==> src/rtl/gb_statemanager_rewind.sv <==
// gb_statemanager_rewind
//   Rewind ring-buffer and manual savestate sequencer for the GB core.
//   Every FRAME_DIV frames it either captures a state image into the ring
//   (normal play) or loads the most recent ring image back (while rewinding).
//   Manual save/load pulses target fixed savestate slots and take priority.
//
// Ports
//   clk, reset                sole clock, synchronous active-high reset
//   rewind_on / rewind_active  user rewind request in / registered mode out
//   savestate_number          manual slot select, sampled at save/load pulse
//   save, load                one-cycle manual request pulses
//   sleep_rewind              core pause request (mirrors rewind_active)
//   vsync                     frame sync; rising edge is a frame tick
//   request_savestate/_loadstate/_address   transaction request to state engine
//   request_busy              state engine busy handshake
module gb_statemanager_rewind #(
    parameter int unsigned REWIND_DEPTH = 48,
    parameter int unsigned SLOT_SIZE    = 1048576,
    parameter int unsigned REWIND_ADDR  = 33554432,
    parameter int unsigned SAVE_ADDR    = 16777216,
    parameter int unsigned FRAME_DIV    = 4
) (
    input  logic        clk,
    input  logic        reset,
    input  logic        rewind_on,
    output logic        rewind_active,
    input  logic [1:0]  savestate_number,
    input  logic        save,
    input  logic        load,
    output logic        sleep_rewind,
    input  logic        vsync,
    output logic        request_savestate,
    output logic        request_loadstate,
    output logic [31:0] request_address,
    input  logic        request_busy
);

    typedef enum logic [1:0] {S_IDLE, S_REQ, S_WAIT_DONE} state_t;
    typedef enum logic [1:0] {J_SAVE, J_LOAD, J_CAP, J_STEP} job_t;

    localparam logic [7:0] DEPTH    = 8'(REWIND_DEPTH);
    localparam logic [7:0] DEPTH_M1 = 8'(REWIND_DEPTH - 1);
    localparam logic [7:0] FDIV_M1  = 8'(FRAME_DIV - 1);

    state_t      state_q, state_d;
    job_t        job_q, job_d;
    logic        vsync_q, vsync_prev_q;
    logic [7:0]  frame_cnt_q, frame_cnt_d;
    logic        pend_save_q, pend_save_d, pend_load_q, pend_load_d;
    logic [1:0]  save_num_q, save_num_d, load_num_q, load_num_d;
    logic [7:0]  wr_ptr_q, wr_ptr_d, count_q, count_d;
    logic        rewind_active_q;
    logic        req_save_q, req_save_d, req_load_q, req_load_d;
    logic [31:0] req_addr_q, req_addr_d;

    logic        tick, interval;
    logic        take_save, take_load;
    logic [7:0]  ptr_inc, ptr_dec;

    function automatic logic [31:0] ring_addr(input logic [7:0] idx);
        return 32'(REWIND_ADDR) + 32'(idx) * 32'(SLOT_SIZE);
    endfunction

    function automatic logic [31:0] slot_addr(input logic [1:0] num);
        return 32'(SAVE_ADDR) + 32'(num) * 32'(SLOT_SIZE);
    endfunction

    assign tick     = vsync_q & ~vsync_prev_q;
    assign interval = tick && (frame_cnt_q == FDIV_M1);
    assign ptr_inc  = (wr_ptr_q == DEPTH_M1) ? 8'd0 : wr_ptr_q + 8'd1;
    assign ptr_dec  = (wr_ptr_q == 8'd0) ? DEPTH_M1 : wr_ptr_q - 8'd1;

    always_comb begin
        frame_cnt_d = frame_cnt_q;
        if (tick) frame_cnt_d = (frame_cnt_q == FDIV_M1) ? 8'd0 : frame_cnt_q + 8'd1;
    end

    always_comb begin
        state_d    = state_q;
        job_d      = job_q;
        req_save_d = req_save_q;
        req_load_d = req_load_q;
        req_addr_d = req_addr_q;
        wr_ptr_d   = wr_ptr_q;
        count_d    = count_q;
        take_save  = 1'b0;
        take_load  = 1'b0;
        unique case (state_q)
            S_IDLE: begin
                // Interval events that lose to a manual job are simply dropped.
                if (pend_save_q) begin
                    take_save  = 1'b1;
                    job_d      = J_SAVE;
                    req_save_d = 1'b1;
                    req_addr_d = slot_addr(save_num_q);
                    state_d    = S_REQ;
                end else if (pend_load_q) begin
                    take_load  = 1'b1;
                    job_d      = J_LOAD;
                    req_load_d = 1'b1;
                    req_addr_d = slot_addr(load_num_q);
                    state_d    = S_REQ;
                end else if (interval && rewind_active_q && count_q != 8'd0) begin
                    job_d      = J_STEP;
                    req_load_d = 1'b1;
                    req_addr_d = ring_addr(ptr_dec);
                    state_d    = S_REQ;
                end else if (interval && !rewind_active_q) begin
                    job_d      = J_CAP;
                    req_save_d = 1'b1;
                    req_addr_d = ring_addr(wr_ptr_q);
                    state_d    = S_REQ;
                end
            end
            S_REQ: begin
                if (request_busy) begin
                    req_save_d = 1'b0;
                    req_load_d = 1'b0;
                    state_d    = S_WAIT_DONE;
                end
            end
            S_WAIT_DONE: begin
                // Pointer bookkeeping is committed only when the job completes,
                // so a rewind release mid-job still applies its update.
                if (!request_busy) begin
                    state_d = S_IDLE;
                    unique case (job_q)
                        J_CAP: begin
                            wr_ptr_d = ptr_inc;
                            count_d  = (count_q == DEPTH) ? count_q : count_q + 8'd1;
                        end
                        J_STEP: begin
                            wr_ptr_d = ptr_dec;
                            count_d  = count_q - 8'd1;
                        end
                        J_LOAD:  count_d = 8'd0;
                        default: ;
                    endcase
                end
            end
            default: state_d = S_IDLE;
        endcase
    end

    // Pending flags merge repeated pulses; load loses to a simultaneous save.
    always_comb begin
        pend_save_d = (pend_save_q & ~take_save) | save;
        pend_load_d = (pend_load_q & ~take_load) | (load & ~save);
        save_num_d  = save ? savestate_number : save_num_q;
        load_num_d  = (load && !save) ? savestate_number : load_num_q;
    end

    always_ff @(posedge clk) begin
        if (reset) begin
            state_q         <= S_IDLE;
            job_q           <= J_SAVE;
            vsync_q         <= 1'b0;
            vsync_prev_q    <= 1'b0;
            frame_cnt_q     <= 8'd0;
            pend_save_q     <= 1'b0;
            pend_load_q     <= 1'b0;
            save_num_q      <= 2'd0;
            load_num_q      <= 2'd0;
            wr_ptr_q        <= 8'd0;
            count_q         <= 8'd0;
            rewind_active_q <= 1'b0;
            req_save_q      <= 1'b0;
            req_load_q      <= 1'b0;
            req_addr_q      <= 32'd0;
        end else begin
            state_q         <= state_d;
            job_q           <= job_d;
            vsync_q         <= vsync;
            vsync_prev_q    <= vsync_q;
            frame_cnt_q     <= frame_cnt_d;
            pend_save_q     <= pend_save_d;
            pend_load_q     <= pend_load_d;
            save_num_q      <= save_num_d;
            load_num_q      <= load_num_d;
            wr_ptr_q        <= wr_ptr_d;
            count_q         <= count_d;
            rewind_active_q <= rewind_on;
            req_save_q      <= req_save_d;
            req_load_q      <= req_load_d;
            req_addr_q      <= req_addr_d;
        end
    end

    assign rewind_active     = rewind_active_q;
    assign sleep_rewind      = rewind_active_q;
    assign request_savestate = req_save_q;
    assign request_loadstate = req_load_q;
    assign request_address   = req_addr_q;

endmodule

==> config.mk <==
export PLATFORM = sky130hd
export DESIGN_NAME = gb_statemanager_rewind
export DESIGN_NICKNAME = d
export VERILOG_FILES = /design/src/rtl/gb_statemanager_rewind.sv
export SDC_FILE = /design/constraint.sdc
export NUM_CORES = 1
export LEC_CHECK = 0
export BUFFER_PORTS_ARGS = -buffer_cell sky130_fd_sc_hd__buf_4
export CAP_MARGIN = 10
export CORE_MARGIN = 1.5
export CORE_UTILIZATION = 40
export CTS_BUF_LIST = sky130_fd_sc_hd__clkbuf_4 sky130_fd_sc_hd__clkbuf_8
export DETAILED_ROUTE_END_ITERATION = 12
export GPL_TIMING_DRIVEN = 0
export SYNTH_ARGS = -nofsm -noshare
export SYNTH_HDL_FRONTEND = slang
export SYNTH_SLANG_ARGS = --single-unit
export TNS_END_PERCENT = 100
==> constraint.sdc <==
create_clock -name clk -period 3.25 [get_ports clk]
set_input_delay 0.325 -clock clk [delete_from_list [all_inputs] [get_ports clk]]
set_output_delay 0.325 -clock clk [all_outputs]
set_load 0.02 [all_outputs]
---- Yosys cells after proc, flatten, opt, wreduce, memory -nomap -nowiden ----
Index checks and enable logic that the tools add are counted.
storage, ports and cells
  flip-flop bits (word level) ............. 71
  logic and storage cells ................. 108
  input port bits ......................... 9
operators by class
  reductions and logical operators ........ 20
  muxes and demuxes ....................... 36
  add/subtract/negate cells ............... 9
  bitwise logic cells ..................... 11
  eq/ne operators ......................... 17
operators with widths
  cell                                                                count
  32-bit 2-to-1 mux                                                   4
  26-bit by 28-bit adder with 29-bit output, first input constant     2
  25-bit by 22-bit adder with 26-bit output, first input constant     2
  8-bit 2-to-1 mux                                                    4
  8-bit by 1-bit adder with 8-bit output, second input constant       3
  8-bit case mux with 3 select lines                                  1
  2-bit 2-to-1 mux                                                    10
  8-bit by 6-bit == test with 1-bit output, second input constant     2
  8-bit case mux with 2 select lines                                  1
  8-bit by 1-bit subtractor with 8-bit output, second input constant  2
  1-bit 2-to-1 mux                                                    13
  3-bit inequality test, second input constant                        4
  8-bit by 2-bit == test with 1-bit output, second input constant     1
  8-bit logical NOT                                                   1
  2-bit inequality test, second input constant                        4
  4-bit AND reduction                                                 2
  8-bit nonzero test                                                  1
  2-bit == test, second input constant                                3
  2-bit case mux with 3 select lines                                  1
  3-bit AND reduction                                                 2
  1-bit logical AND                                                   5
  5-bit inequality test, second input constant                        1
  1-bit inverter                                                      5
  5-bit AND reduction                                                 1
  10 further kinds                                                    18

---- Logic depth before layout (Yosys ltp) ----
Gate-level depths: netlist (run 1).
  depth after elaboration ................. 9
  mapped depth ............................ 12
  depth with buffers taken out ............ 11

---- Least setup slack after synthesis (run 1) ----
Ideal clock, no wire load.
  path kind ............................... reg-to-reg
  from .................................... register wr_ptr_q[1]
  to ...................................... register req_addr_q[27] (netlist: request_address[27])
  cell stages (with the launch flop) ...... 12
  setup time .............................. 0.059 ns
  path slack .............................. 0.729 ns
  clock period less this slack ............ 2.521 ns
  buffers on the path ..................... 1
  arrival time ............................ 2.461 ns
  cells stage by stage .................... dfxtp_1 > buf_2 > inv_1 > ha_1 > or3b_2 > nor3_2 > o21bai_1 > o21ai_0 > ha_1 > nand3_1 > a2111oi_2 > a221o_1
between the ends
  cells in the longest elaborated chain, start to end .. 6
ends and longest elaborated chain
  item                                                                              RTL line  RTL
  start, declared                                                                   51        logic [7:0] wr_ptr_q, wr_ptr_d, count_q, count_d;
  start signal, assigned                                                            180       wr_ptr_q <= wr_ptr_d;
  8-bit by 1-bit subtractor with 8-bit output or 8-bit logical NOT (tied branches)  71        assign ptr_dec = (wr_ptr_q == 8'd0) ? DEPTH_M1 : wr_ptr_q - 8'd1;
  8-bit 2-to-1 mux                                                                  71
  26-bit by 28-bit adder with 29-bit output                                         61        return 32'(REWIND_ADDR) + 32'(idx) * 32'(SLOT_SIZE);
  32-bit 2-to-1 mux *                                                               103       end else if (interval && rewind_active_q && count_q != 8'd0) begin
  32-bit 2-to-1 mux *                                                               97        end else if (pend_load_q) begin
  32-bit 2-to-1 mux *                                                               91        if (pend_save_q) begin
  end signal, assigned                                                              185       req_addr_q <= req_addr_d;
  end, declared                                                                     54        logic [31:0] req_addr_q, req_addr_d;
Mark *: on every way between the ends. The rest lies on a longest branch, timed or not. The select of a mux whose other input is x is not followed.
A chain may end at the register's enable or synchronous reset.

---- Worst setup path after layout (run 1) ----
Same ends and word-level chain as after synthesis.

==> results list, run 1 <==
- Max H-tree Level: 2
* Non-filler instance count after layout: 530
* Post-layout nets: 450
- Register area share after synthesis: 31.6%
- Placer's final routability congestion estimate: 0.868
* Number of nets still failing antenna checks after routing: 0
* Total Routed Length: 7480 um
- The run finished with clean final reports.
- The synthesized netlist devotes 4.03% of its cell area to XOR and XNOR gates.
- The clock network burns 36.9% of the power.
* Area of the die: 8150 sq um
* GRT overflow: 0
- At the pin with the least slew margin, the transition time is 0.756 ns.
* Biggest area contributors in the synthesized netlist: dfxtp_1 32%, buf_4 5.9%, nor2_1 5.7%, ha_1 4.1%, a21oi_1 3.5%
- CTS placed an instance of clkbuf_8 at the clock tree root.
- The completed layout was analyzed and its total power is 1.27 mW.
* Maximum number of pins on one net before global-route repair: 17
* Capturing instance or port of the critical path: request_address[27]
- By startpoint and endpoint, the worst setup path is classified as flip-flop to flip-flop.
* Proportion of netlist area held by the largest area contributor: 31.6%
- Before antenna repair, the detailed router went through 5 iterations.
- Buffers inserted to repair hold after CTS numbered 0.
- Overall routing resource usage: 18.6%
- In this run switching power makes up 26.6% of total power.
- In this run the cell area measured after placement is 3410 sq um.
- Async S/R FF share, synth: 0%
- The number of global-route vias before repair was 2577.
- In this run, synthesis produced a sequential element count of 48.
* Number of vias per cell: 5.43
* Design Area, Final: 3540 sq um
- In this run the power spent charging and discharging nets is 0.337 mW.
- Launch instance of the worst register-to-register path: wr_ptr_q[1]
* Number of synthesized flops with an enable pin: 0
- Clock-pin slew was measured on the worst setup and hold paths at 0.09 ns.
- Reported max-cap violation count: 0
* Power Internal: 0.928 mW
- Relative to the synthesized area, the layout overhead comes to 16.1%.
- Global-route wire length before repair: 12400 um
- Estimated wirelength of the detail-placed design: 5580 um
- Skew final: 0.00623 ns
- Combinational cells account for 13.9% of the total power.
- Die boundary width: 90.3 um
- Required time worst endpoint: 3.50 ns
- Syn. warnings: 0
- STA classifies the critical path endpoint as a flip-flop.
- Initial Utilization: 41.8%
- The worst setup path is launched from a flip-flop.
- Registers are responsible for 49.2% of the overall power.
* Number of buffers inserted during clock tree synthesis: 5
- Mux contribution to synthesized area: 3.70%
* Fraction of layout cells with a size suffix above 1: 16.5%
- Adding up every negative setup slack in the final design gives 0 ns.
- Clock tree from TritonCTS: built
* Main flop type after synthesis: dfxtp_1
- Measured along the y axis, the die boundary spans 90.3 um.
* Achievable clock frequency: 0.333 GHz
- Combinational family with the most area after synthesis: simple AND/OR/NAND/NOR gates
- After Yosys synthesis, full adders, half adders and majority gates account for 4.77% of the synthesized area.
- Avg Inst Size Synth: 8.01 sq um
* Reg2Reg Capture Point: request_address[27]
* Highest net fanout along the worst path: 9
- Count of unique library cells instantiated by Yosys: 63
- For this block, the via count after detailed routing is 2877.
- WL/cell: 14.1 um
* Leading cell type by number of instances after synthesis: dfxtp_1
- Across the VDD grid, the largest voltage drop is 0.000261 V.
- Including well taps, the total number of placed cells is 522.
* Register-to-register setup slack: 0.25 ns
- Standard-cell row count: 31
* I/O pin count: 45
- Antenna cells: 0
- Num Clock Sinks: 48
* Worst slew margin relative to its limit: 49.6%
- Summing the areas of all compound-gate instances in the mapped netlist gives 19.4% of the synthesized area.
* Fill cell total of the finished layout: 719
- Origin of the worst setup path: wr_ptr_q[1]
- Post-layout worst setup margin: 0.248 ns
- In the finished design, the share of the clock period the worst path needs comes to 92.4%.
- Clock latency on the worst-skew pair, taken at its later pin, is 0.31 ns.
- Data on the critical path arrives at its endpoint at 3.25 ns.
- Cell leakage power: 1.49 nW
- Before CTS, the worst setup slack after placement is 0.218 ns.
- Buffers on Ports: 21
- The worst path in the final design needs a cycle of 3.00 ns, including I/O delays and setup.
- The worst register-to-register path has a depth of 11.
* Clock Tree Buf Depth: 2
- Final number of max-transition violations: 0
- Standard cell core area: 7290 sq um
- Pwr per Cell Area: 358 nW/um^2
- Antenna violations before repair: 0
- Gate Count Post-Synth: 380
- DRC errors left: 0
- Simple-gate portion of the synthesized area: 26.2%
* Netlist area before placement: 3050 sq um
- Unrepaired setup endpoints after global routing: no
- Final hold vios: 0
* Top cells by count, synth: 48 x dfxtp_1, 46 x nor2_1, 26 x nand2_1
- Setup violations remaining at the end of the flow were counted as 0.
- The min-delay analysis places its worst path in the category input port to flip-flop.
- The synthesized design spends more area on one cell type than any other, namely dfxtp_1.
- In this run, the number of DRC markers left after iteration 0 of detailed routing was 138.
==> flip-flops by register name, indices dropped and copies added, names as in the netlist, 2 cells and up <==
signal,flops
frame_cnt_q,8
count_q,8
request_address,9
wr_ptr_q,8
job_q,2
save_num_q,2
load_num_q,2
state_q,2
==> power by group through the flow <==
stage                     logic [mW]  registers (mW)  clock network, mW
after floorplan                0.121           0.641                  0
after global placement         0.175           0.635                  0
after detailed placement       0.175           0.636                  0
after CTS                      0.175           0.622              0.472
after global routing           0.192           0.625              0.497
final                          0.176           0.622              0.467
==> worst min path at each step <==
stage / startpoint / slack [ns] / depth (start not counted) / end
4_1_cts: vsync / 0.22 / 2 / vsync_q
5_1_grt: vsync / 0.22 / 2 / vsync_q
6_report: vsync / 0.23 / 2 / vsync_q
3_3_place_gp: request_address[25] / 0.45 / 2 / request_address[25]
3_5_place_dp: request_loadstate / 0.45 / 2 / request_loadstate
2_1_floorplan: save / 0.44 / 2 / pend_save_q
==> area by class of cell <==
cell class	instances	area, sq um	area share, %
Sequential cell	48	961	27.2
Clock buffer	6	82.6	2.33
Tap cell	99	124	3.50
Timing Repair Buffer	21	158	4.46
Clock inverter	2	38.8	1.10
Multi-Input combinational cell	299	1860	52.7
Inverter	14	52.6	1.49
Buffer	41	258	7.29
==> cells by family after synthesis <==
family	Yosys count
simple gates	152
xor+xnor	14
fa+ha+maj	11
other cells	1
compound gates	88
flops	48
mux	11
buf+inv	55
==> cell usage in the layout (no fill, tap or decap), drive strengths merged, types with 9 or more instances in the layout <==
cell type,n
nor4,9
mux2i,9
conb,23
o21ai,21
a21oi,21
ha,10
nor2,46
buf,54
xnor2,9
nand2,26
nand3,14
dfxtp,48
nor3,9
clkbuf,14
inv,13
==> per-stage QoR <==
| stage | utilization, % | hold WS [ns] |
|---|---|---|
| after detailed placement | 46.8 | 0.453 |
| final | 48.5 | 0.225 |
| after global routing | 48.5 | 0.219 |
| after floorplan | - | 0.442 |
| after CTS | 48.4 | 0.225 |
| after global placement | 46.8 | 0.450 |
==> worst max-delay path, stage by stage, from the launching register on <==
cell	delay, ns
dfxtp_1	0.32
buf_2	0.17
inv_1	0.10
ha_1	0.23
or3b_2	0.54
nor3_4	0.33
o21bai_1	0.16
o21ai_0	0.24
ha_1	0.21
nand3_1	0.08
a2111oi_2	0.36
a221o_1	0.19
==> repair_timing <==
| action | 4_1_cts | 5_1_grt |
|---|---|---|
| setup buffers | 0 | 0 |
| setup endpoints to repair | 0 | 2 |
| gates resized for setup | 0 | 1 |
==> per-layer routing <==
layer  global-route usage (%)  vias up  part of all wire, %
met2                     29.2      101                   44
met5                        0        -                    0
met3                     4.12       12                  5.7
li1                         -     1434                    -
met1                     25.6     1330                   48
met4                     5.03        0                  1.5
Note: power is estimated with default switching activity, not from simulation.
==> run 2: changes to the inputs <==
--- a/config.mk
+++ b/config.mk
@@ -8,10 +8,10 @@
 export BUFFER_PORTS_ARGS = -buffer_cell sky130_fd_sc_hd__buf_4
 export CAP_MARGIN = 10
 export CORE_MARGIN = 1.5
-export CORE_UTILIZATION = 40
+export CORE_UTILIZATION = 55
 export CTS_BUF_LIST = sky130_fd_sc_hd__clkbuf_4 sky130_fd_sc_hd__clkbuf_8
 export DETAILED_ROUTE_END_ITERATION = 12
-export GPL_TIMING_DRIVEN = 0
+export PLACE_DENSITY = 0.77
 export SYNTH_ARGS = -nofsm -noshare
 export SYNTH_HDL_FRONTEND = slang
 export SYNTH_SLANG_ARGS = --single-unit
==> run 2 against run 1 <==
Compared with the run above: non-clock buffer count down 36; combinational power shrank 15%; core utilization is 14 points higher; total power is 2.6% lower; clock power shrank 2%; setup slack worse by 0.046 ns; fmax down 1.5%; routed wire length down 4.3%; global-route usage up 6.2 points; highest routed layer unchanged.
==> results list, run 2 (synthesis gave the netlist of run 1 again) <==
- The post-placement worst setup slack is 0.306 ns (+0.0886 ns).
- Total power of the final layout: 1.23 mW (-2.6%)
- The post-route cell area came to 3270 sq um (-7.4%).
- The number of levels the H-tree was split into was 2 (unchanged).
- Most common cell after layout, fill and taps aside: dfxtp_1
- Skew final: 0.0117 ns (+0.00547 ns)
- Area growth from synthesis to layout: 7.52%
- STA classifies the critical path startpoint as a flip-flop.
* Buffers on Ports: 21 (unchanged)
- Fin Setup TNS: 0 ns (unchanged)
- The library cells used most frequently in the layout, excluding fill and tap cells, are 48 x dfxtp_1, 46 x nor2_1, 26 x nand2_1, 26 x buf_4, 23 x conb_1.
- The global-route wire length before repair is 12100 um (-2.1%).
- GRT overflow: 0 (unchanged)
- The number of iterations in the first detailed-routing pass was 4 (-1).
- The share of the clock period used by the worst path after layout came to 93.8% (+1.4 points).
- The count of antenna-violating nets left after detailed routing came to 0 (unchanged).
* Fraction of layout cells with a size suffix above 1: 11.6% (-4.8 points)
- Critical Path Slowest Stage Cell: or3b_2
- The number of placed I/O pins came to 45 (unchanged).
* Initial Utilization: 58.1% (+16 points)
- The path with the worst hold slack has its endpoint at rewind_active.
- The critical path is of the flip-flop to flip-flop type.
- The maximum clock rate is 0.328 GHz (-1.5%).
* Required time worst endpoint: 3.51 ns (about the same)
* Standard-cell row count: 26 (-16%)
- Critical path's largest stage delay: 0.52 ns (-0.02 ns)
* Worst hold stages: 2 (unchanged)
- Clock Tree Buf Depth: 2 (unchanged)
* Estimated wirelength of the detail-placed design: 5270 um (-5.6%)
* Unrepaired setup endpoints after global routing: no
* DR vias: 2774 (-3.6%)
* Reported max-cap violation count: 0 (unchanged)
- Max FFs per register: 9 (unchanged)
- Post-layout nets: 414 (-8.0%)
- The worst hold margin was 0.227 ns (+0.00226 ns).
* Measured slew at the worst slew-check pin: 0.771 ns (+0.0151 ns)
- The register-to-register setup slack was 0.20 ns (-0.05 ns).
* Area of the die: 5990 sq um (-26%)
- The standby leakage power is 1.34 nW (-10%).
- Final hold vios: 0 (unchanged)
* Number of vias per cell: 5.97 (+9.9%)
* Non-filler instance count after layout: 465 (-12%)
- Walking the worst path, the cells encountered are inv_1, ha_1, or3b_2, nor3_2, o21bai_1, o21ai_0, ha_1, nand3_1, a2111oi_2, a221o_1.
* Number of placed cells counting well taps: 457 (-12%)
* Reg2Reg Capture Point: request_address[27]
- Placer's final routability congestion estimate: 0.935 (+7.6%)
- TritonCTS built the clock tree.
- Highest net fanout along the worst path: 11 (+2)
- The final-report max-slew violation count came to 0 (unchanged).
* Total Routed Length: 7160 um (-4.3%)
- The final core utilization came to 62.5% (+14 points).
- Fill cell total of the finished layout: 472 (-34%)
* Standard cell core area: 5240 sq um (-28%)
* Die boundary height: 77.4 um (-14%)
* Logic depth of the worst register-to-register path: 10 (-1)
- WL/cell: 15.4 um (+9.1%)
- The peak supply drop came to 0.000250 V (-4.4%).
- Pwr per Cell Area: 376 nW/um^2 (+5.2%)
* Starting DRC count in detailed routing: 159 (+15%)
- Area after DPL: 3150 sq um (-7.5%)
- Arrival @ worst endpoint: 3.31 ns (+0.06 ns)
* Minimum clock period after layout: 3.05 ns (+0.0460 ns)
* Type of destination of the critical path: flip-flop
- Clock slew seen by the registers of the worst setup and hold paths: 0.09 ns (about the same)
* Post-layout worst setup margin: 0.202 ns (-0.0460 ns)
- Clock Latency Late Sink: 0.31 ns (about the same)
- Number of gates resized after cts: 0 (unchanged)
* Post-cts hold buffer count: 0 (unchanged)
- The number of buffers added for setup after CTS came to 0 (unchanged).
- Antenna violations before repair: 0 (unchanged)
- The startpoint identified for the worst hold timing path is rewind_on.
* Final setup violation count: 0 (unchanged)
- The worst slew margin relative to its limit is 48.6% (-1.0 points).
- Via count of the first global-routing pass: 2665 (+3.4%)
* Number of buffers inserted during clock tree synthesis: 5 (unchanged)
- Maximum number of pins on one net before global-route repair: 44 (+27)
- Classification of the worst-slack hold path: input port to flip-flop
- The global routing usage summed across all routing layers is 24.7% (+6.2 points).
- Antenna cells: 0 (unchanged)
- Die boundary width: 77.4 um (-14%)
* Dominant cell type by count on the critical path: ha_1
- In this run the clock root is driven by a clkbuf_8.
- Outcome: finished, final reports clean
- The number of sinks handled by clock tree synthesis was 48 (unchanged).
* Launch instance of the worst register-to-register path: wr_ptr_q[0]
* DRC errors left: 0 (unchanged)
-- run 2: layout make-up --
type	count	area (sq um)	share of cell area (%)
multi-input cells	299	1860	56.7
flip-flops and latches	48	961	29.3
repair buffers	26	195	5.96
well taps	70	87.6	2.67
clock buffers	6	82.6	2.52
inverters	14	52.6	1.60
clock inverters	2	38.8	1.18
-- run 2: power by group --
part	switching (mW)	internal (mW)	total [mW]	leakage [nW]
Sequential	0.0183	0.606	0.625	0.390
Combinational	0.0998	0.0490	0.149	0.884
Clock	0.207	0.252	0.459	0.0614
Total	0.325	0.907	1.23	1.34
-- run 2: layer usage --
| layer | GRT usage (%) | part of all wire [%] |
|---|---|---|
| met1 | 32.3 | 46 |
| met2 | 40.7 | 47 |
| met3 | 4.00 | 4.3 |
| met4 | 9.82 | 2.5 |
| met5 | 0 | 0 |
-- run 2: worst max-delay path, delay by kind of cell, from the launching register on --
| family | cells | cell delay [ns] |
|---|---|---|
| AND/OR/NAND/NOR | 3 | 0.96 |
| adder cells (fa/ha/maj) | 2 | 0.50 |
| AO/OA/AOI/OAI | 4 | 0.97 |
| buffers and inverters | 1 | 0.14 |
| flip-flops | 1 | 0.44 |
-- run 2: worst max path at each step --
stage                            from                  end  slack [ns]  depth (start not counted)
after detailed placement  wr_ptr_q[0]  request_address[27]        0.31                         10
after global placement    wr_ptr_q[0]  request_address[27]        0.57                         10
after floorplan           wr_ptr_q[1]  request_address[27]        0.73                         11
after global routing      wr_ptr_q[0]  request_address[27]        0.08                         10
final                     wr_ptr_q[0]  request_address[27]        0.20                         10
after CTS                 wr_ptr_q[0]  request_address[27]        0.28                         10
